===== src/rtl/pdm_pkg.sv =====
// Shared types and default sizes for the PDM setpoint ramp generator.
// Other files import this package.
package pdm_pkg;

  localparam int NBITS_DEF     = 11;
  localparam int DIV_WIDTH_DEF = 16;

  typedef enum logic {
    IDLE = 1'b0,
    RAMP = 1'b1
  } state_t;

endpackage


===== src/rtl/pdm_tick.sv =====
// Period counter: counts 0..period-1 while enabled and flags the wrap cycle.
// Holding clear keeps it parked at 0.
module pdm_tick
  import pdm_pkg::*;
#(
  parameter int DIV_WIDTH = DIV_WIDTH_DEF
) (
  input  logic                 clk,
  input  logic                 rst,
  input  logic                 clear,
  input  logic [DIV_WIDTH-1:0] period,
  output logic                 tick
);

  localparam logic [DIV_WIDTH-1:0] ONE = {{(DIV_WIDTH-1){1'b0}}, 1'b1};

  logic [DIV_WIDTH-1:0] cnt;
  logic [DIV_WIDTH-1:0] last;

  // period is never 0 here; the caller maps 0 to 1
  assign last = period - ONE;
  assign tick = !clear && (cnt == last);

  always_ff @(posedge clk) begin
    if (rst || clear) begin
      cnt <= '0;
    end else if (tick) begin
      cnt <= '0;
    end else begin
      cnt <= cnt + ONE;
    end
  end

endmodule


===== src/rtl/pdm_ramp.sv =====
// Ramps a PDM setpoint toward a requested target by a fixed step
// every period clocks, clamping at the target without wrapping.
module pdm_ramp
  import pdm_pkg::*;
#(
  parameter int NBITS     = NBITS_DEF,
  parameter int DIV_WIDTH = DIV_WIDTH_DEF
) (
  input  logic                 clk,
  input  logic                 rst,
  input  logic [NBITS-1:0]     target,
  input  logic                 target_valid,
  output logic                 target_ready,
  input  logic [NBITS-1:0]     step,
  input  logic [DIV_WIDTH-1:0] period,
  output logic [NBITS-1:0]     dout,
  output logic                 busy,
  output logic                 done
);

  localparam logic [NBITS-1:0]     S_ONE = {{(NBITS-1){1'b0}}, 1'b1};
  localparam logic [DIV_WIDTH-1:0] P_ONE = {{(DIV_WIDTH-1){1'b0}}, 1'b1};

  state_t               state;
  logic [NBITS-1:0]     tgt_q;
  logic [NBITS-1:0]     step_q;
  logic [DIV_WIDTH-1:0] per_q;
  logic                 accept;
  logic                 clear;
  logic                 tick;
  logic [NBITS:0]       up;
  logic [NBITS:0]       dn;
  logic [NBITS-1:0]     nxt;

  assign accept = target_valid && target_ready;
  assign clear  = (state != RAMP);
  assign busy   = (state == RAMP);

  pdm_tick #(
    .DIV_WIDTH(DIV_WIDTH)
  ) u_tick (
    .clk   (clk),
    .rst   (rst),
    .clear (clear),
    .period(per_q),
    .tick  (tick)
  );

  // One extra bit catches both overflow past full scale and borrow below 0
  always_comb begin
    up  = {1'b0, dout} + {1'b0, step_q};
    dn  = {1'b0, dout} - {1'b0, step_q};
    nxt = tgt_q;
    if (tgt_q > dout) begin
      if (up < {1'b0, tgt_q}) nxt = up[NBITS-1:0];
    end else begin
      if (!dn[NBITS] && (dn[NBITS-1:0] > tgt_q)) nxt = dn[NBITS-1:0];
    end
  end

  always_ff @(posedge clk) begin
    if (rst) begin
      state        <= IDLE;
      dout         <= '0;
      done         <= 1'b0;
      target_ready <= 1'b0;
      tgt_q        <= '0;
      step_q       <= S_ONE;
      per_q        <= P_ONE;
    end else begin
      done <= 1'b0;
      unique case (state)
        IDLE: begin
          target_ready <= 1'b1;
          if (accept) begin
            tgt_q  <= target;
            step_q <= (step == '0) ? S_ONE : step;
            per_q  <= (period == '0) ? P_ONE : period;
            if (target == dout) begin
              done <= 1'b1;
            end else begin
              state        <= RAMP;
              target_ready <= 1'b0;
            end
          end
        end
        RAMP: begin
          if (tick) begin
            dout <= nxt;
            if (nxt == tgt_q) begin
              state        <= IDLE;
              done         <= 1'b1;
              target_ready <= 1'b1;
            end
          end
        end
        default: state <= IDLE;
      endcase
    end
  end

endmodule


===== config.mk =====
export PLATFORM = sky130hd
export DESIGN_NAME = pdm_ramp
export DESIGN_NICKNAME = d
export VERILOG_FILES = /design/src/rtl/pdm_pkg.sv /design/src/rtl/pdm_tick.sv /design/src/rtl/pdm_ramp.sv
export SDC_FILE = /design/constraint.sdc
export NUM_CORES = 1
export LEC_CHECK = 0
export BUFFER_PORTS_ARGS = -buffer_cell sky130_fd_sc_hd__buf_2
export CORE_MARGIN = 1.5
export CORE_UTILIZATION = 51
export CTS_CLUSTER_SIZE = 20
export DETAILED_ROUTE_END_ITERATION = 8
export PLACE_DENSITY = 0.75
export RECOVER_POWER = 50
export SKIP_CTS_REPAIR_TIMING = 1
export SYNTH_ARGS = -nofsm -noshare
export SYNTH_HDL_FRONTEND = slang
export SYNTH_SLANG_ARGS = --single-unit

===== constraint.sdc =====
create_clock -name clk -period 5.2 [get_ports clk]
set_clock_uncertainty 0.2 [all_clocks]
set_input_delay 1.04 -clock clk [delete_from_list [all_inputs] [get_ports clk]]
set_output_delay 1.04 -clock clk [all_outputs]
set_load 0.01 [all_outputs]

After elaboration in Yosys (flattened, before gate mapping)
Cells that the tools add are included.
- divide/modulo/power cells: 0
- shift-type cells: 0
- bitwise logic cells: 1
- muxes and demuxes: 19
- add/subtract/negate cells: 4
- equality and inequality tests: 5
- reductions and logical operators: 11
- multipliers: 0
- magnitude comparators: 3
- operator list (cell ; count):
    11-bit 2-to-1 mux ; 4
    11-bit equality test ; 2
    11-bit greater-than comparator ; 2
    16-bit by 1-bit adder with 16-bit output (second input constant) ; 1
    16-bit equality test ; 1
    16-bit logical NOT ; 1
    16-bit 2-to-1 mux ; 1
    16-bit by 1-bit subtractor with 16-bit output (second input constant) ; 1
    11-bit by 11-bit adder with 12-bit output ; 1
    12-bit by 11-bit less-than comparator with 1-bit output ; 1
    11-bit by 11-bit subtractor with 12-bit output ; 1
    11-bit logical NOT ; 1
    1-bit 2-to-1 mux ; 11
    1-bit one-hot mux with 2 select lines ; 3
    2-bit AND reduction ; 3
    2-bit by 1-bit inequality test with 1-bit output (second input constant) ; 2
    1-bit logical AND ; 3
    2-bit OR reduction ; 1
    1-bit logical NOT ; 1
    1-bit logical OR ; 1
    1-bit NOT ; 1
- memories kept: 0
- logic and storage cells: 51
- input bits: 41
- output and inout bits: 14
- bits in read-only memories: 0
- flip-flop bits (word level): 68
- memory bits (writable): 0
- bits in latches: 0

Longest topological paths before layout
- word-level depth: 9
- gate-level depth with buffers: 20
- depth with buffers taken out: 19

By module
A second synthesis with hierarchy kept.
- cells, all modules: 775
- area, all modules: 6048.3 µm²
- by module, submodules not included (module ; area an instance (µm²) ; sequential area each (µm²) ; instances ; cells each):
    pdm_ramp ; 4588.2 ; 1041.0 ; 1 ; 602
    pdm_tick ; 1460.2 ; 320.3 ; 1 ; 173

Worst setup path before layout
No wires, ideal clock.
- path kind: reg2reg
- start point: register dout[0]
- end point: register state (netlist: busy)
- clock period less this slack: 4349 ps
- slack: 851 ps
- stages on the path, launching flop included: 20
- library setup time: 122 ps
- data arrival time: 4027 ps
- path buffers: 1
- data required time: 4878 ps
- cell sequence: dfxtp_1 > inv_1 > ha_1 > inv_1 > fa_1 > a21o_1 > nand3_1 > nand2_1 > a311oi_1 > ha_1 > a21oi_1 > o21ai_0 > a2111o_1 > o21ai_0 > or3_1 > buf_6 > o22ai_1 > a221oi_2 > nand4b_1 > o311a_1
- longest elaborated chain between the ends: 9
- elaborated cells on any way between the ends: 17
- classes of those cells: add/sub: 2; order compare: 3; eq/ne: 2; mux: 8; reduce/logical: 2
- RTL lines (item ; line ; source):
    from (decl) ; pdm_ramp.sv:16 ; output logic [NBITS-1:0] dout,
    from (signal assigned) ; pdm_ramp.sv:89 ; dout <= nxt;
    11-bit by 11-bit subtractor with 12-bit output ; pdm_ramp.sv:52 ; dn = {1'b0, dout} - {1'b0, step_q};
    11-bit greater-than comparator or 1-bit logical NOT (tied branches) ; pdm_ramp.sv:57 ; if (!dn[NBITS] && (dn[NBITS-1:0] > tgt_q)) nxt = dn[NBITS-1:0];
    1-bit logical AND ; pdm_ramp.sv:57 ;
    11-bit 2-to-1 mux ; pdm_ramp.sv:57 ;
    11-bit 2-to-1 mux ; pdm_ramp.sv:54 ; if (tgt_q > dout) begin
    11-bit equality test ; pdm_ramp.sv:90 ; if (nxt == tgt_q) begin
    1-bit 2-to-1 mux ; pdm_ramp.sv:90 ;
    1-bit 2-to-1 mux ; pdm_ramp.sv:88 ; if (tick) begin
    1-bit one-hot mux with 2 select lines * ; pdm_ramp.sv:72 ; unique case (state)
    to (signal assigned) ; pdm_ramp.sv:82 ; state <= RAMP;
    to (signal assigned) ; pdm_ramp.sv:91 ; state <= IDLE;
    to (signal assigned) ; pdm_ramp.sv:97 ; default: state <= IDLE;
    to (decl) ; pdm_ramp.sv:24 ; state_t state;
Every way passes the cells marked *; elsewhere a longest branch is shown, timed or not.
A chain may end at the register's enable or synchronous reset.

Final worst setup path
Ends and elaborated chain as after synthesis.

==> summary.txt <==
Outcome
  – Status: complete, no violations

Worst setup path
  – Slowest stage delay, CP: 0.66 ns
  – Crit-path leading delay family: compound AO/OA/AOI/OAI gates
  – Most common cell on crit path: nand2_1
  – CP Class: flop to flop
  – Critical path required time: 5.25 ns
  – Critical path startpoint category: flop
  – CP endpoint kind: flop
  – Cell-by-cell trace of the critical path: ha_1, inv_1, fa_1, o21bai_1, nand2_1, nand4b_1, a31oi_1, o21bai_1, xnor2_1, ha_1, nand3_1, a2111oi_0, a311oi_2, nand2_1, nand2_1, a31oi_1, nand4b_1, o311a_1
  – Worst Path Buf+Inv: 1
  – Critical path arrival: 5.05 ns
  – Critical path's slowest cell: a2111oi_0
  – Crit path max fanout: 10

Synthesis
  – Avg Cell Area, Syn: 7.73 µm²
  – Mapped cell area: 5540 µm²
  – Sequential element share of the synthesized area: 0.246
  – Fraction of registers with async set/reset: 0
  – EDFF count, synth: 0
  – Syn nets: 816
  – Ys flop type: dfxtp_1
  – Yosys reg bits: 68
  – Distinct cells, synth: 74
  – Yosys warnings: 0
  – Cell count after synthesis: 717

Detailed routing
  – Iteration count of the initial detailed-routing pass: 7
  – Drt wl/cell: 18.4 µm
  – Routed via count: 5,425
  – 1st-iter DRT viols: 398
  – Remaining DRCs: 0
  – Via density: 5.95
  – Detail Route Antenna Nets: 0
  – DRT Wirelength: 16,700 µm

Timing
  – Final Hold Viols: 0
  – Min Tclk post-route: 5.01 ns
  – Final setup violation count: 0
  – Slew @ Worst Pin: 1.02 ns
  – Setup TNS: 0 ns
  – Final period util: 0.963
  – Relative slew slack: 0.317
  – Slew Limit Fails: 0
  – RSZ-0062 raised after global routing: false
  – F_max: 0.200 GHz

Die
  – Die area: 11,500 µm²
  – Die H: 107 µm
  – Initial core utilization: 0.532
  – Core area: 10,400 µm²
  – Row count: 37
  – Die X-Extent: 107 µm
  – Ports: 55

Clocking
  – Register clock-pin slew on the reported worst setup and hold paths: 0.08 ns
  – Htree depth: 3
  – CTS tree: done
  – Root Driver: clkbuf_8
  – TritonCTS buffer count: 9
  – Clk buf depth: 2
  – Clk sinks: 68
  – Worst skew pair latency: 0.37 ns

Power and ir drop
  – Max IR drop VDD: 0.000219 V
  – Power Density: 487 nW/µm²
  – Leak Pwr: 2.53 nW

Run
  – Max-cap violations: 0

Finish
  – Design area: 6170 µm²
  – Layout cells sized above 1: 0.133
  – Synthesis-to-layout area growth: 11.3%
  – Fill cells: 980
  – Area of the multi-input gates: 3870 µm²
  – Nets: 869
  – Antenna diodes: 0
  – Area occupied by registers: 1360 µm²

Global routing
  – First-pass GRT wire length: 26,600 µm
  – Remaining Overflow, GRT: 0
  – Initial antenna violation count: 0
  – Tot GR Track Use: 0.300
  – Number of global-route vias before repair: 5,148
  – Largest net degree at the start of global routing: 51

Placement
  – Placed inst area: 5970 µm²
  – Port bufs: 54
  – Placer Congestion: 1.06
  – Dpl hpwl: 13,300 µm

Hold path
  – Worst Hold Class: flop to flop
state kept, by name, summed over array words and instances, names as in the netlist:
name and cells:
per_q 16, u_tick.cnt 16, dout 11, step_q 11
tgt_q 11, busy 1, done 1, target_ready 1
synthesized netlist by cell type (4+ instances only):
master / count / area share
clkbuf_1: 14 / 0.0095
nand2_1: 102 / 0.069
buf_1: 5 / 0.0034
o211ai_1: 6 / 0.0081
o31ai_1: 4 / 0.0054
inv_1: 57 / 0.039
ha_1: 56 / 0.13
o21bai_1: 5 / 0.0068
nand3_1: 24 / 0.022
buf_2: 4 / 0.0036
o21ai_0: 22 / 0.020
and3_1: 7 / 0.0079
a31oi_1: 6 / 0.0068
nor2_1: 51 / 0.035
nand4_1: 11 / 0.012
nor3_1: 11 / 0.0099
a21oi_1: 66 / 0.060
a211oi_1: 6 / 0.0081
o22ai_1: 8 / 0.0090
dfxtp_1: 68 / 0.25
xnor2_1: 49 / 0.077
mux2i_1: 5 / 0.0090
nor4_1: 7 / 0.0079
nor2b_1: 9 / 0.010
a211o_1: 6 / 0.0095
a2111oi_0: 4 / 0.0063
xor2_1: 20 / 0.032
nand2b_1: 4 / 0.0045
stage by stage:
stage / setup slack (ns) / instances / hold slack [ns] / utilization / power (mW)
2_1_floorplan: 0.851 / 717 / 0.248 / - / 1.98
3_3_place_gp: 0.346 / 895 / 0.267 / 0.573 / 2.44
3_5_place_dp: 0.299 / 895 / 0.272 / 0.573 / 2.48
4_1_cts: 0.276 / 911 / 0.283 / 0.592 / 2.95
5_1_grt: 0.000522 / 911 / 0.299 / 0.592 / 3.19
6_report: 0.195 / 911 / 0.279 / 0.592 / 3.00
layout by cell type, fill, tap and decap left out, types with 10 or more instances in the layout:
master	n
buf_2	48
nor3_1	11
xor2_1	20
ha_1	56
dfxtp_1	67
inv_1	57
a21oi_1	66
nand2_1	102
buf_4	10
nor2_1	51
xnor2_1	48
o21ai_0	22
nand3_1	24
nand4_1	11
report_power, final:
part / leakage [nW] / switching [mW] / total, mW / internal, mW
Combinational: 1.88 / 1.14 / 1.85 / 0.715
Clock: 0.104 / 0.239 / 0.464 / 0.225
Sequential: 0.552 / 0.102 / 0.689 / 0.587
Total: 2.53 / 1.48 / 3.00 / 1.53
final timing paths:
check | start | end | slack, ns | depth (start not counted)
setup / recovery | dout[0] | busy | 0.19 | 18
hold / removal | step_q[6] | step_q[6] | 0.28 | 2
setup reg to reg | dout[0] | busy | 0.19 | 18
hold reg to reg | step_q[6] | step_q[6] | 0.28 | 2
final cells by class:
| type | count | share of cell area |
|---|---|---|
| Multi-Input combinational cell | 565 | 0.627 |
| Inverter | 59 | 0.0359 |
| Tap cell | 136 | 0.0276 |
| Clock inverter | 7 | 0.0122 |
| Sequential cell | 68 | 0.221 |
| Clock buffer | 9 | 0.0201 |
| Timing Repair Buffer | 67 | 0.0566 |
tightest hold or removal path: stages (launching register included):
cell and delay (ns):
dfxtp_1 0.33, nand2_1 0.06, a21oi_1 0.05
per-layer routing:
layer	routed length [µm]	global-route usage	up-vias
li1	-	-	2635
met1	7400	0.398	2556
met2	7710	0.482	186
met3	1080	0.0472	48
met4	534	0.127	0
met5	0	0	-
cells by family after synthesis:
logic type      synth area share
xor+xnor                   0.112
flops                      0.246
fa+ha+maj                  0.134
mux                       0.0111
simple gates               0.225
compound gates             0.212
buf+inv                   0.0605
Power figures use the tool's default switching activity.
